[src/rtl/snake_pkg.sv]
// Shared types for the snake game controller:
// FSM states, move directions and key event bundle.
package snake_pkg;

  typedef enum logic [1:0] {
    IDLE  = 2'd0,
    RUN   = 2'd1,
    PAUSE = 2'd2,
    OVER  = 2'd3
  } state_t;

  typedef enum logic [1:0] {
    UP    = 2'd0,
    DOWN  = 2'd1,
    LEFT  = 2'd2,
    RIGHT = 2'd3
  } dir_t;

  typedef struct packed {
    logic esc;
    logic pause;
    logic resume;
    logic start;
    logic right;
    logic left;
    logic down;
    logic up;
  } keys_t;

  // UP<->DOWN and LEFT<->RIGHT differ only in bit 0
  function automatic dir_t opposite(dir_t d);
    return dir_t'({d[1], ~d[0]});
  endfunction

endpackage

[src/rtl/key_edge_sync.sv]
// Two-flop synchronizer plus rising-edge detect
// for the eight asynchronous key levels.
module key_edge_sync (
  input  logic       clk,
  input  logic       rst_n,
  input  logic [7:0] keys,
  output logic [7:0] pulse
);

  logic [7:0] s1;
  logic [7:0] s2;
  logic [7:0] s3;

  always_ff @(posedge clk) begin
    if (!rst_n) begin
      s1 <= '0;
      s2 <= '0;
      s3 <= '0;
    end else begin
      s1 <= keys;
      s2 <= s1;
      s3 <= s2;
    end
  end

  assign pulse = s2 & ~s3;

endmodule

[src/rtl/snake_control.sv]
// Snake game state machine: key events, move tick,
// segment shift register and wall/self collision.
module snake_control
  import snake_pkg::*;
#(
  parameter int GRID_W   = 40,
  parameter int GRID_H   = 30,
  parameter int LEN      = 5,
  parameter int TICK_DIV = 12_500_000
) (
  input  logic                           clk,
  input  logic                           rst_n,
  input  logic                           up,
  input  logic                           down,
  input  logic                           left,
  input  logic                           right,
  input  logic                           start,
  input  logic                           resume,
  input  logic                           pause,
  input  logic                           escape,
  output logic [1:0]                     state,
  output logic [LEN*$clog2(GRID_W)-1:0]  seg_x,
  output logic [LEN*$clog2(GRID_H)-1:0]  seg_y,
  output logic                           step,
  output logic                           game_over
);

  localparam int X_W = $clog2(GRID_W);
  localparam int Y_W = $clog2(GRID_H);
  localparam int CW  = (TICK_DIV > 1) ? $clog2(TICK_DIV) : 1;

  logic [7:0]     ev;
  keys_t          k;
  state_t         st;
  state_t         st_nx;
  dir_t           dir_cur;
  dir_t           dir_next;
  dir_t           dir_ev;
  logic           dir_vld;
  logic           accept;
  logic           ctl;
  logic           init;
  logic           wrap;
  logic           off;
  logic           hit;
  logic           move;
  logic           die;
  logic [CW-1:0]  cnt;
  logic [X_W-1:0] sx [LEN];
  logic [Y_W-1:0] sy [LEN];
  logic [X_W-1:0] hx;
  logic [Y_W-1:0] hy;

  key_edge_sync u_sync (
    .clk   (clk),
    .rst_n (rst_n),
    .keys  ({escape, pause, resume, start,
             right, left, down, up}),
    .pulse (ev)
  );

  assign k    = keys_t'(ev);
  assign ctl  = k.esc | k.pause | k.resume | k.start;
  assign init = k.esc |
                (k.start & (st == IDLE || st == OVER));
  assign wrap = (st == RUN) &&
                (cnt == CW'(TICK_DIV - 1));
  assign move = wrap & ~k.esc & ~k.pause & ~(off | hit);
  assign die  = wrap & ~k.esc & ~k.pause & (off | hit);

  always_comb begin
    dir_vld = 1'b1;
    dir_ev  = RIGHT;
    if (k.up)         dir_ev = UP;
    else if (k.down)  dir_ev = DOWN;
    else if (k.left)  dir_ev = LEFT;
    else if (k.right) dir_ev = RIGHT;
    else              dir_vld = 1'b0;
  end

  // judged against the committed direction, not the queued one
  assign accept = (st == RUN) && dir_vld && !ctl &&
                  (dir_ev != opposite(dir_cur));

  always_comb begin
    hx  = sx[0];
    hy  = sy[0];
    off = 1'b0;
    unique case (dir_next)
      UP: begin
        off = (sy[0] == '0);
        hy  = sy[0] - Y_W'(1);
      end
      DOWN: begin
        off = (sy[0] == Y_W'(GRID_H - 1));
        hy  = sy[0] + Y_W'(1);
      end
      LEFT: begin
        off = (sx[0] == '0);
        hx  = sx[0] - X_W'(1);
      end
      RIGHT: begin
        off = (sx[0] == X_W'(GRID_W - 1));
        hx  = sx[0] + X_W'(1);
      end
    endcase
  end

  // tail vacates its cell on this step, so it is skipped
  always_comb begin
    hit = 1'b0;
    for (int i = 0; i < LEN - 1; i++) begin
      if (sx[i] == hx && sy[i] == hy) hit = 1'b1;
    end
  end

  always_ff @(posedge clk) begin
    if (!rst_n) st <= IDLE;
    else        st <= st_nx;
  end

  always_comb begin
    st_nx = st;
    unique case (st)
      IDLE: begin
        if (k.start) st_nx = RUN;
      end
      RUN: begin
        if (k.esc)        st_nx = IDLE;
        else if (k.pause) st_nx = PAUSE;
        else if (die)     st_nx = OVER;
      end
      PAUSE: begin
        if (k.esc)         st_nx = IDLE;
        else if (k.resume) st_nx = RUN;
      end
      OVER: begin
        if (k.esc)        st_nx = IDLE;
        else if (k.start) st_nx = RUN;
      end
    endcase
  end

  always_comb begin
    state     = st;
    game_over = (st == OVER);
    seg_x     = '0;
    seg_y     = '0;
    for (int i = 0; i < LEN; i++) begin
      seg_x[i*X_W +: X_W] = sx[i];
      seg_y[i*Y_W +: Y_W] = sy[i];
    end
  end

  always_ff @(posedge clk) begin
    if (!rst_n || init) begin
      cnt      <= '0;
      dir_cur  <= RIGHT;
      dir_next <= RIGHT;
      for (int i = 0; i < LEN; i++) begin
        sx[i] <= X_W'(GRID_W / 2 - i);
        sy[i] <= Y_W'(GRID_H / 2);
      end
    end else begin
      if (st == RUN && !k.pause) begin
        cnt <= wrap ? '0 : cnt + CW'(1);
      end
      if (accept) dir_next <= dir_ev;
      if (move) begin
        dir_cur <= dir_next;
        for (int i = 1; i < LEN; i++) begin
          sx[i] <= sx[i-1];
          sy[i] <= sy[i-1];
        end
        sx[0] <= hx;
        sy[0] <= hy;
      end
    end
  end

  always_ff @(posedge clk) begin
    if (!rst_n) step <= 1'b0;
    else        step <= move;
  end

endmodule

[config.mk]
export PLATFORM = sky130hd
export DESIGN_NAME = snake_control
export DESIGN_NICKNAME = d
export VERILOG_FILES = /design/src/rtl/snake_pkg.sv /design/src/rtl/key_edge_sync.sv /design/src/rtl/snake_control.sv
export SDC_FILE = /design/constraint.sdc
export NUM_CORES = 1
export LEC_CHECK = 0
export CORE_ASPECT_RATIO = 1.2
export CORE_MARGIN = 2
export CORE_UTILIZATION = 26
export CTS_BUF_LIST = sky130_fd_sc_hd__clkbuf_8
export CTS_CLUSTER_DIAMETER = 60
export DETAILED_ROUTE_END_ITERATION = 10
export GPL_TIMING_DRIVEN = 0
export HOLD_SLACK_MARGIN = 0.06
export SYNTH_ARGS = -nofsm -noshare
export SYNTH_HDL_FRONTEND = slang
export SYNTH_SLANG_ARGS = --single-unit
[constraint.sdc]
create_clock -name clk -period 6.2 [get_ports clk]
set_clock_uncertainty 0.2 [all_clocks]
set_input_delay 1.24 -clock clk [delete_from_list [all_inputs] [get_ports clk]]
set_output_delay 1.24 -clock clk [all_outputs]
set_load 0.005 [all_outputs]
# Word level (Yosys, flattened, before mapping)
# Memory sizes are Yosys's and may differ from the RTL's.
# Cells that the tools add are included.
[totals]
ramBits = 55
inputBits = 10
output_inout_bits = 59
regBits = 55
word_cells = 118
mem_count = 2
[classes]
bitwise = 26
n_reduce_logical = 19
eq_ne = 20
addsub = 5
muxes = 38
[memory_table]
columns = ["name", "words", "word_bits", "rd", "rd_clocked_by_memory_dff", "write_ports", "line", "text"]
rows = [
  ["sx", 5, 6, 5, 0, 5, "snake_control.sv:49", "logic [X_W-1:0] sx [LEN];"],
  ["sy", 5, 5, 5, 0, 5, "snake_control.sv:50", "logic [Y_W-1:0] sy [LEN];"],
]
[ops]
columns = ["operator", "count"]
rows = [
  ["2-to-1 mux 6 bit", 5],
  ["2-to-1 mux 5 bit", 5],
  ["adder 24 x 1 -> 24 bit, second input constant", 1],
  ["== test 24 bit, second input constant", 1],
  ["== test 6 bit", 4],
  ["2-to-1 mux 24 bit", 1],
  ["== test 5 bit", 4],
  ["2-to-1 mux 2 bit", 9],
  ["bitwise OR 1 bit", 15],
  ["2-to-1 mux 1 bit", 14],
  ["one-hot mux 6 bit (2 select lines)", 1],
  ["one-hot mux 5 bit (2 select lines)", 1],
  ["logical AND 1 bit", 9],
  ["AND 8 bit", 1],
  ["== test 2 bit, second input constant", 4],
  ["NOT 8 bit", 1],
  ["one-hot mux 2 bit (4 select lines)", 1],
  ["adder 6 x 1 -> 6 bit, second input constant", 1],
  ["== test 6 bit, second input constant", 1],
  ["logical NOT 6 bit", 1],
  ["subtractor 6 x 1 -> 6 bit, second input constant", 1],
  ["adder 5 x 1 -> 5 bit, second input constant", 1],
  ["AND 1 bit", 5],
  ["== test 5 bit, second input constant", 1],
  ["other kinds (12)", 20],
]

# Longest topological paths before layout
# An unclocked memory read counts as a cell.
[depth]
depth_word = 16
mapped_depth = 16
depth_no_buf = 12

# Cells and area by module
# A second synthesis with hierarchy kept.
[unflattened]
hier_cells = 566
area_unflattened_um2 = 5789.3
[by_module_without_submodules]
columns = ["module", "area_per_inst_um2", "seq_area_each_um2", "instances", "cells_each"]
rows = [
  ["snake_control", 5074.9, 2272.2, 1, 508],
  ["key_edge_sync", 714.4, 480.5, 1, 58],
]

# Least setup slack after synthesis
# Ideal clock, no wire load.
[synth_timing]
path_type = "flip-flop to flip-flop"
startpoint = "register dir_next[1]"
endpoint = "memory sx[0][0] (netlist name) (enable)"
path_slack_ps = 1161
n_path_buf = 4
setup_time_ps = 633
period_less_slack_ps = 5039
path_stages_with_launch = 16
arrival_time_ps = 4206
required_ps = 5367
cell_sequence = "dfxtp_1 > buf_2 > buf_2 > clkbuf_1 > nand2_1 > inv_1 > fa_1 > xor2_1 > nand4_1 > or4_1 > a32o_1 > nor4_1 > a311oi_1 > nand3_2 > buf_2 > nand2_1"
[synth_lines]
columns = ["element", "line", "text"]
rows = [
  ["from (decl)", "snake_control.sv:37", "dir_t dir_next;"],
  ["from (signal assigned)", "snake_control.sv:168", "if (accept) dir_next <= dir_ev;"],
  ["to (decl)", "snake_control.sv:49", ""],
]

==> results by group <==
Routing
  – Vias: 4162
  – First-pass DRT Iterations: 5
  – Initial DRC count: 339
  – Number of vias per cell: 4.635
  – Final wirelength: 13.47 mm
  – Wire per inst: 15.00 microns
  – ANT nets after route: 0
  – DRC viols: 0

STA
  – Unrepaired setup endpoints after global routing: no
  – Tcrit/Tclk final: 85.13%
  – Fin crit period: 5.278 ns
  – Final Hold Viols: 0
  – Max_slew headroom: 39.43%
  – Setup violators final: 0
  – Maximum clock rate: 189.5 MHz
  – Setup_tns: 0 ns
  – Slew Limit Fails: 0
  – Slew @ Worst Pin: 0.9017 ns

Logic synthesis
  – Synth Instances: 543
  – Area contributors post-synth: edfxtp_1, dfxtp_1, xnor2_1, and2_1, xor2_1
  – EDFF count, synth: 55
  – Synth unique cells: 53
  – Synth top area share: 30.17%
  – Average cell area after synthesis: 10.08 sq um
  – Post-synth top cells: dfxtp_1, edfxtp_1, and2_1
  – Largest area contributor in the netlist: edfxtp_1
  – Synth async-reset ratio: 0%
  – Yosys warns: 0
  – Net Count, Synth: 567
  – Register area share after synthesis: 50.29%
  – Ys flop type: edfxtp_1
  – Synth Cell Area: 5474 sq um
  – #FFs+latches synth: 110

Outcome
  – Status: complete, no violations

Clocking
  – Clk_lat worst skew: 0.40 ns
  – Max clock buf depth: 2
  – CTS tree: done
  – Cts repair resizes: 0
  – CTS Root Cell: clkbuf_8
  – Clock slew at reported path FFs: 0.11 ns
  – CTS Hold Buffers Added: 0
  – Setup bufs post-CTS: 0
  – Sink Count: 110
  – H-tree level count: 3
  – CTS Buf Count: 9

Setup path
  – Worst Setup Start Kind: flip-flop
  – Reg-to-Reg Start: dir_next[1]
  – Worst path max stage delay: 0.51 ns
  – CP Cell Sequence: buf_2 -> buf_2 -> clkbuf_1 -> nand2_1 -> inv_1 -> fa_1 -> xor2_1 -> nand4_1 -> or4_1 -> a32o_1 -> nor4_1 -> a311oi_1 -> nand3_2 -> buf_2 -> nand2_2 -> buf_12
  – Most used cell, CP: buf_2
  – Slowest CP cell: fa_1
  – Crit end category: flip-flop
  – Worst Path Arrival: 5.22 ns
  – Critical Path RT: 6.14 ns
  – Worst setup startpoint: dir_next[1]
  – Worst R2R Path Depth: 16
  – CP Class: reg -> reg
  – RR Endpoint: sx[0][6]
  – Reg-to-reg slack, setup: 0.92 ns
  – Crit-path max FO: 38

Floorplan
  – Core Box Area: 20830 sq um
  – Width of the die: 136.5 microns
  – Effective utilization at floorplan: 26.28%
  – Rows: 58
  – I/O pin count: 69
  – Die footprint: 22240 sq um
  – Height of the die: 163.0 microns

Worst hold path
  – Hold path depth: 1
  – Worst min-delay path class: reg -> reg
  – Endpoint, Worst Hold: u_sync.s2[2]
  – Hold path startpoint: u_sync.s1[2]

Power and ir drop
  – Comb pwr share: 19.1%
  – Internal power: 1077 uW
  – Psw: 459.4 uW
  – P_leak: 0.002273 uW
  – PD cells: 229.2 nW/um^2
  – Peak supply drop: 0.1463 mV
  – Flop pwr share: 53.4%
  – Clock power share: 27.4%
  – Switching Share: 29.91%

Global routing
  – GRT Residual Overflow: 0
  – Overall Global Routing Usage: 12.80%
  – Initial antenna violation count: 0
  – Vias in the first global route: 4049
  – First-pass GRT wire length: 21.70 mm
  – Pin count of the biggest net entering global routing: 39

Job
  – Max cap viols: 0

Placement
  – RePlAce Congestion: 0.8736
  – HPWL after DPL: 9.929 mm
  – Placed cells: 882
  – Buffers on Ports: 68

Final layout
  – Fin util: 32.18%
  – Fin cells: 898
  – Nets: 647
  – Syn-to-layout area delta: 22.45%
  – Share of cells above drive strength 1: 4.936%
  – Ant diodes: 0
==> through the flow <==
stage               setup WS (ns)  instance area [sq um]  power [uW]  hold WS [ns]
floorplan                   1.161                   5474        1023        0.2119
global placement          -0.2302                   6492        1126        0.2137
detailed placement         0.9916                   6515        1130        0.2169
CTS                        0.9601                   6703        1554        0.2443
global route               0.5886                   6703        1617        0.2513
finish                     0.9221                   6703        1536        0.2436
==> flip-flops by register name, indices dropped and copies added (netlist names) <==
register   count
cnt           24
dir_cur        2
dir_next       2
state          2
step           1
sx            30
sy            25
u_sync.s1      8
u_sync.s2      8
u_sync.s3      8
==> cell type report <==
cell class | count | area, sq um
timing repair buffer | 69 | 700.7
inverter | 19 | 71.32
multi-input combinational | 391 | 2559
clock buffer | 9 | 123.9
fill | 2152 | 14120
clock inverter | 7 | 63.81
buffer | 23 | 93.84
sequential | 110 | 2753
tap | 270 | 337.8
==> logic make-up after synthesis <==
group	after synthesis	share of synthesized area, %
AOI/OAI and AO/OA	59	7.269
xor gates and xnor gates	68	11.02
adders and majority gates	14	3.474
buffers and inverters	42	3.017
DFF	110	50.29
muxes	5	0.9372
and+or+nand+nor	245	24.00
==> power groups by stage <==
stage	logic [uW]	clock network, uW	registers [uW]
2_1_floorplan	191	0	832
3_3_place_gp	285	0	841
3_5_place_dp	293	0	837
4_1_cts	295	438	821
5_1_grt	323	469	825
6_report	294	421	821
==> worst max-delay path by stage <==
stage,endpoint,slack [ns]
5_1_grt,sy[0][6],0.59
2_1_floorplan,sx[0][0],1.16
4_1_cts,sy[0][6],0.96
6_report,sx[0][6],0.92
3_5_place_dp,sx[0][24],0.99
3_3_place_gp,sx[0][29],-0.23
==> worst max-delay path: cells and delay by family, from the launching register on <==
family,cells,cell delay (ns)
compound gates,2,0.36
flops,1,0.32
xor+xnor,1,0.21
fa+ha+maj,1,0.51
simple gates,6,1.75
buf+inv,6,1.64
==> placed cells by master (no fill, tap or decap), types with 3 or more instances in the layout <==
master,count
a31oi_1,7
edfxtp_1,55
and3_1,9
xnor2_1,35
o21ai_0,8
nor2b_1,5
or3b_2,3
inv_1,19
nand2_1,43
nand3_1,13
a21oi_1,13
o211ai_1,4
a311oi_1,3
dfxtp_1,55
mux2i_1,4
buf_2,6
nor2_1,44
nor3_1,15
and2_1,45
clkbuf_8,9
or3_1,23
clkbuf_1,17
xor2_1,32
o22ai_1,3
nand2b_1,10
nor4_1,7
clkdlybuf4s50_1,68
ha_1,12
a211oi_1,4
nor3b_1,3
nand3b_1,3
o221ai_1,3
nand4_1,11
==> metal layers <==
metal / global-route usage (%) / share of wire, % / vias to the layer above
li1: - / - / 2065
met3: 3.237 / 6.5 / 15
met5: 0 / 0 / -
met1: 15.81 / 43 / 1957
met4: 4.498 / 1.6 / 0
met2: 21.54 / 49 / 125
Power figures use the tool's default switching activity.
